`config.mk`:
```
export PLATFORM = sky130hd
export DESIGN_NAME = dma_tile_scheduler
export DESIGN_NICKNAME = d
export VERILOG_FILES = /design/src/rtl/dma_tile_scheduler.sv
export SDC_FILE = /design/constraint.sdc
export NUM_CORES = 1
export LEC_CHECK = 0
export ABC_AREA = 1
export CAP_MARGIN = 20
export CORE_ASPECT_RATIO = 1.75
export CORE_UTILIZATION = 35
export CTS_BUF_LIST = sky130_fd_sc_hd__clkbuf_8
export DETAILED_ROUTE_END_ITERATION = 10
export GPL_TIMING_DRIVEN = 0
export PLACE_DENSITY = 0.64
export SYNTH_ARGS = -nofsm -noshare
export SYNTH_HDL_FRONTEND = slang
export SYNTH_SLANG_ARGS = --single-unit
export TNS_END_PERCENT = 20
```
`constraint.sdc`:
```
create_clock -name clk_i -period 2.25 [get_ports clk_i]
set_clock_uncertainty 0.1 [all_clocks]
set_input_delay 0.5625 -clock clk_i [delete_from_list [all_inputs] [get_ports clk_i]]
set_output_delay 0.5625 -clock clk_i [all_outputs]
set_load 0.01 [all_outputs]
```
`src/rtl/dma_tile_scheduler.sv`:
```
// dma_tile_scheduler: ping-pong tile sequencer between DMA and MAC compute.
// A load FSM and a compute FSM share two bank-full flags so loads overlap compute.
module dma_tile_scheduler #(
  parameter int ADDR_WIDTH = 32,
  parameter int CNT_WIDTH  = 16
) (
  input  logic                  clk_i,
  input  logic                  rst_ni,
  input  logic                  job_valid_i,
  output logic                  job_ready_o,
  input  logic [ADDR_WIDTH-1:0] job_src_addr_i,
  input  logic [ADDR_WIDTH-1:0] job_tile_bytes_i,
  input  logic [CNT_WIDTH-1:0]  job_num_tiles_i,
  output logic                  dma_cfg_valid_o,
  output logic                  dma_start_o,
  output logic [ADDR_WIDTH-1:0] dma_src_addr_o,
  output logic [ADDR_WIDTH-1:0] dma_size_o,
  output logic                  dma_bank_o,
  input  logic                  dma_ready_i,
  input  logic                  dma_done_i,
  output logic                  cmp_valid_o,
  output logic                  cmp_bank_o,
  input  logic                  cmp_ready_i,
  input  logic                  cmp_done_i,
  output logic                  busy_o,
  output logic                  job_done_o,
  output logic [CNT_WIDTH-1:0]  tiles_done_o
);

  typedef enum logic [1:0] {
    L_IDLE,
    L_ISSUE,
    L_WAIT
  } lstate_e;

  typedef enum logic [1:0] {
    C_IDLE,
    C_REQ,
    C_WAIT
  } cstate_e;

  lstate_e lstate_q, lstate_d;
  cstate_e cstate_q, cstate_d;

  logic                  busy_q, busy_d;
  logic                  job_done_q, job_done_d;
  logic [ADDR_WIDTH-1:0] addr_q, addr_d;
  logic [ADDR_WIDTH-1:0] bytes_q, bytes_d;
  logic [ADDR_WIDTH-1:0] dma_addr_q, dma_addr_d;
  logic [ADDR_WIDTH-1:0] dma_size_q, dma_size_d;
  logic                  dma_bank_q, dma_bank_d;
  logic [CNT_WIDTH-1:0]  ntiles_q, ntiles_d;
  logic [CNT_WIDTH-1:0]  issued_q, issued_d;
  logic [CNT_WIDTH-1:0]  computed_q, computed_d;
  logic [1:0]            full_q, full_d;
  logic                  wr_bank_q, wr_bank_d;
  logic                  rd_bank_q, rd_bank_d;

  logic accept;
  logic more_tiles;
  logic dma_fire;
  logic ld_done;
  logic cp_done;
  logic last_tile;

  assign accept     = job_valid_i && !busy_q;
  assign more_tiles = busy_q && (issued_q < ntiles_q);
  assign dma_fire   = (lstate_q == L_ISSUE)
                    && !full_q[wr_bank_q]
                    && dma_ready_i;
  assign ld_done    = (lstate_q == L_WAIT) && dma_done_i;
  assign cp_done    = (cstate_q == C_WAIT) && cmp_done_i;
  // Widened compare so the maximum tile count cannot wrap.
  assign last_tile  = (({1'b0, computed_q} + 1'b1)
                    == {1'b0, ntiles_q});

  // Load FSM next state: a new job jumps straight to issue.
  always_comb begin
    lstate_d = lstate_q;
    unique case (lstate_q)
      L_IDLE:  if (more_tiles) lstate_d = L_ISSUE;
      L_ISSUE: if (dma_fire) lstate_d = L_WAIT;
      L_WAIT:  if (dma_done_i) lstate_d = L_IDLE;
      default: lstate_d = L_IDLE;
    endcase
    if (accept) begin
      lstate_d = (job_num_tiles_i != '0) ? L_ISSUE : L_IDLE;
    end
  end

  // Compute FSM next state: request a full bank, hold until accepted.
  always_comb begin
    cstate_d = cstate_q;
    unique case (cstate_q)
      C_IDLE:  if (full_q[rd_bank_q]) cstate_d = C_REQ;
      C_REQ:   if (cmp_ready_i) cstate_d = C_WAIT;
      C_WAIT:  if (cmp_done_i) cstate_d = C_IDLE;
      default: cstate_d = C_IDLE;
    endcase
  end

  // FSM state registers.
  always_ff @(posedge clk_i or negedge rst_ni) begin
    if (!rst_ni) begin
      lstate_q <= L_IDLE;
      cstate_q <= C_IDLE;
    end else begin
      lstate_q <= lstate_d;
      cstate_q <= cstate_d;
    end
  end

  // Job, bank and counter bookkeeping; acceptance overrides everything.
  always_comb begin
    busy_d     = busy_q;
    job_done_d = 1'b0;
    addr_d     = addr_q;
    bytes_d    = bytes_q;
    dma_addr_d = dma_addr_q;
    dma_size_d = dma_size_q;
    dma_bank_d = dma_bank_q;
    ntiles_d   = ntiles_q;
    issued_d   = issued_q;
    computed_d = computed_q;
    full_d     = full_q;
    wr_bank_d  = wr_bank_q;
    rd_bank_d  = rd_bank_q;
    unique case (1'b1)
      accept: begin
        busy_d     = (job_num_tiles_i != '0);
        job_done_d = (job_num_tiles_i == '0);
        addr_d     = job_src_addr_i;
        bytes_d    = job_tile_bytes_i;
        ntiles_d   = job_num_tiles_i;
        issued_d   = '0;
        computed_d = '0;
        full_d     = '0;
        wr_bank_d  = 1'b0;
        rd_bank_d  = 1'b0;
      end
      default: begin
        if (dma_fire) begin
          dma_addr_d = addr_q;
          dma_size_d = bytes_q;
          dma_bank_d = wr_bank_q;
          issued_d   = issued_q + 1'b1;
          addr_d     = addr_q + bytes_q;
        end
        if (ld_done) begin
          full_d[wr_bank_q] = 1'b1;
          wr_bank_d         = ~wr_bank_q;
        end
        if (cp_done) begin
          full_d[rd_bank_q] = 1'b0;
          rd_bank_d         = ~rd_bank_q;
          computed_d        = computed_q + 1'b1;
          if (last_tile) begin
            busy_d     = 1'b0;
            job_done_d = 1'b1;
          end
        end
      end
    endcase
  end

  // Bookkeeping registers.
  always_ff @(posedge clk_i or negedge rst_ni) begin
    if (!rst_ni) begin
      busy_q     <= 1'b0;
      job_done_q <= 1'b0;
      addr_q     <= '0;
      bytes_q    <= '0;
      dma_addr_q <= '0;
      dma_size_q <= '0;
      dma_bank_q <= 1'b0;
      ntiles_q   <= '0;
      issued_q   <= '0;
      computed_q <= '0;
      full_q     <= '0;
      wr_bank_q  <= 1'b0;
      rd_bank_q  <= 1'b0;
    end else begin
      busy_q     <= busy_d;
      job_done_q <= job_done_d;
      addr_q     <= addr_d;
      bytes_q    <= bytes_d;
      dma_addr_q <= dma_addr_d;
      dma_size_q <= dma_size_d;
      dma_bank_q <= dma_bank_d;
      ntiles_q   <= ntiles_d;
      issued_q   <= issued_d;
      computed_q <= computed_d;
      full_q     <= full_d;
      wr_bank_q  <= wr_bank_d;
      rd_bank_q  <= rd_bank_d;
    end
  end

  // Descriptor is live on the strobe cycle, then held from the latch.
  assign dma_cfg_valid_o = dma_fire;
  assign dma_start_o     = dma_fire;
  assign dma_src_addr_o  = dma_fire ? addr_q : dma_addr_q;
  assign dma_size_o      = dma_fire ? bytes_q : dma_size_q;
  assign dma_bank_o      = dma_fire ? wr_bank_q : dma_bank_q;

  assign cmp_valid_o  = (cstate_q == C_REQ);
  assign cmp_bank_o   = rd_bank_q;
  assign busy_o       = busy_q;
  assign job_ready_o  = !busy_q;
  assign job_done_o   = job_done_q;
  assign tiles_done_o = computed_q;

endmodule

```
==> results.yml <==
outcome:
  violations: "setup timing"
  status: "finished with violations"
logic_synthesis:
  synth.distinct_cells: 48
  synth_fp_nets: 1659
  yosysSeqAreaShare_pct: 42.16
  synth.avg_cell_area_um2: 7.287
  synth-edff-count: 0
  ys_ff_latch: 187
  synth_ff_type: "dfrtp_1"
  async_reset_ff_share_pct: 100.0
  yosysWarnings: 0
  synth.cell_area_um2: 11100
  netlist_instances: 1523
grt:
  grt_pass1_vias: 11400
  grt-busiest-layer: "met2"
  antenna_found_initial: 1
  overflow: 0
  grt_max_degree: 98
  gr-usage-met2_pct: 50.39
  met3_usage_pct: 3.647
  grt_pass1_wl_um: 64030
  grt_usage_pct: 27.03
  grtUsageMet1_pct: 26.63
cts:
  cts_made_buffers: 17
  ctsRootBufferMaster: "clkbuf_8"
  cts.path.max_buffers: 2
  cts_tree: "built"
  clock_latency_ps: 520
  htree_num_levels: 4
  clock_sinks: 187
  path_clk_slew_ps: 100
layout:
  fin_area_um2: 14730
  syn2layout_area_growth_pct: 32.75
  layout_common_cells: "nand2_1, inv_1, dfrtp_1"
  nNetsFinal: 1871
  drive_above_1_share_pct: 18.37
  final_common_cell: "nand2_1"
  fillers: 3083
timing:
  slew_violations: 0
  relSlewSlack_pct: 46.93
  finalHoldViolations: 0
  clock.fmax_mhz: 370.4
  timing.setup.tns_ps: -27120
  tightest_slew_ps: 796.1
  worst_slack_ps: -450.0
  rsz0062_at_grt: "true"
  finalSetupViolCount: 80
  fin_crit_ps: 2700
  period_share_pct: 120.0
detailed_routing:
  num_vias: 11260
  routed_via_density: 5.266
  dr.pass1.iters: 7
  postRouteAntennaNets: 0
  totalWireLength_um: 42090
  drt_first_iter_violations: 610
  drcViolationCount: 0
  post_drt_wl_per_cell_um: 19.68
placed_design:
  dp_slack_ps: -1953
  gp_congestion: 0.9717
  dpl.hpwl_um: 32360
  io_buffers: 174
  placed_cell_area_um2: 13360
setup_path:
  crit_type: "register to output pin"
  cp_cell_sequence: "inv_2 > nand2_2 > nor2_4 > nand2_4 > buf_12 > clkbuf_16 > clkbuf_16 > o21ai_4 > buf_6"
  cpMostUsedCell: "clkbuf_16"
  cp.arrival_ps: 2040
  endpoint_kind: "output pin"
  slowest_delay_ps: 400
  cp_data_required_time_ps: 1590
  cp_slowest_cell: "dfrtp_1"
  crit_fanout: 6
  crit_path_start_kind: "register"
floorplanning:
  rows: 85
  core_um2: 30950
  die-area_um2: 32450
  dieWidth_um: 136.6
  fp.dieH_um: 237.6
  ios: 175
  start_util_pct: 35.86
flow_run:
  drv_cap: 0
min_path:
  hp-class: "register to register"
power_and_ir_drop:
  power_density_nw_per_um2: 1414
  ir_drop_mv: 0.6710
  power.leakage_nw: 7.020
==> flip-flops by register name, summed over array words and instances (netlist names), 2 cells and up <==
name          cells
lstate_q          2
dma_addr_q       32
tiles_done_o     16
dma_size_q       32
issued_q         16
ntiles_q         16
cstate_q          2
addr_q           32
bytes_q          32
full_q            2
==> cell usage after synthesis, drive strengths merged, types with 11 or more instances <==
master / n / area share [%]
xor2: 13 / 1.0
nor3: 14 / 0.78
clkbuf: 46 / 1.6
nand2: 446 / 15
nand3: 81 / 3.7
dfrtp: 187 / 42
o21ai: 242 / 11
buf: 11 / 0.54
o22ai: 19 / 1.1
nor2: 101 / 3.6
nand4: 13 / 0.73
ha: 48 / 5.4
inv: 186 / 6.3
a21oi: 66 / 3.0
==> final cells by class <==
| class | count | area, um2 | share of cell area, % |
|---|---|---|---|
| clock inverters | 13 | 200.2 | 1.359 |
| multi-input cells | 1092 | 6118 | 41.53 |
| clock buffers | 18 | 247.7 | 1.682 |
| flip-flops and latches | 187 | 4696 | 31.87 |
| inverters | 187 | 706.9 | 4.798 |
| plain buffers | 57 | 500.5 | 3.397 |
| repair buffers | 193 | 1772 | 12.03 |
| diodes | 1 | 2.502 | 0.01699 |
| well taps | 391 | 489.2 | 3.321 |
==> power breakdown <==
group / leakage, nW / switching [W] / internal [W] / total [W]
clock network: 0.233 / 0.00126 / 0.00134 / 0.00260
registers: 2.35 / 0.00113 / 0.00465 / 0.00579
logic: 4.43 / 0.00754 / 0.00491 / 0.0124
==> worst max-delay path, delay by kind of cell (launching register included) <==
| family | cells | cell delay [ps] |
|---|---|---|
| simple gates | 3 | 260 |
| flops | 1 | 400 |
| compound gates | 1 | 150 |
| buf+inv | 5 | 710 |
==> logic make-up after synthesis <==
kind of cell | after synthesis | synth area share (%)
AOI/OAI and AO/OA | 353 | 16.90
buffers and inverters | 244 | 8.422
adders and majority gates | 49 | 5.592
xor gates and xnor gates | 22 | 2.108
DFF | 187 | 42.16
and+or+nand+nor | 668 | 24.81
==> timing repair <==
| item | 4_1_cts | 5_1_grt |
|---|---|---|
| cloned | 9 | 0 |
| endpoints found under the hold margin | 52 | 0 |
| gates resized for setup | 525 | 94 |
| setup buffers | 7 | 1 |
| hold buffers | 1 | 0 |
| setup endpoints to repair | 236 | 218 |
| pin swaps | 5 | 3 |
==> worst paths after layout <==
| path | start | endpoint | slack [ps] | cells past startpoint |
|---|---|---|---|---|
| min in group asynchronous | rst_ni | tiles_done_o[2] | 480 | 2 |
| setup reg to reg | addr_q[4] | addr_q[19] | -110 | 13 |
| hold / removal | dma_addr_q[23] | dma_addr_q[23] | 390 | 2 |
| hold reg to reg | dma_addr_q[23] | dma_addr_q[23] | 390 | 2 |
| max in group asynchronous | rst_ni | bytes_q[18] | 600 | 3 |
| setup / recovery | lstate_q[1] | dma_src_addr_o[31] | -450 | 9 |
==> per-layer routing <==
metal | routed length [um] | share of wire [%]
met1 | 14420 | 34
met2 | 22570 | 54
met3 | 1716 | 4.1
met4 | 3378 | 8.0
met5 | 0 | 0
==> per-stage QoR <==
step           util [%]  hold WS (ps)  total power [W]  cells
6_report          47.60         393.4          0.02083   2139
5_1_grt           47.60         424.3          0.02236   2139
4_1_cts           46.72         394.7          0.02035   2137
3_5_place_dp      43.17         373.4          0.01659   2089
3_3_place_gp      43.07         366.3          0.01644   2088
2_1_floorplan         -         166.9          0.01184   1523
No activity file was read; power rests on OpenSTA's default activity.
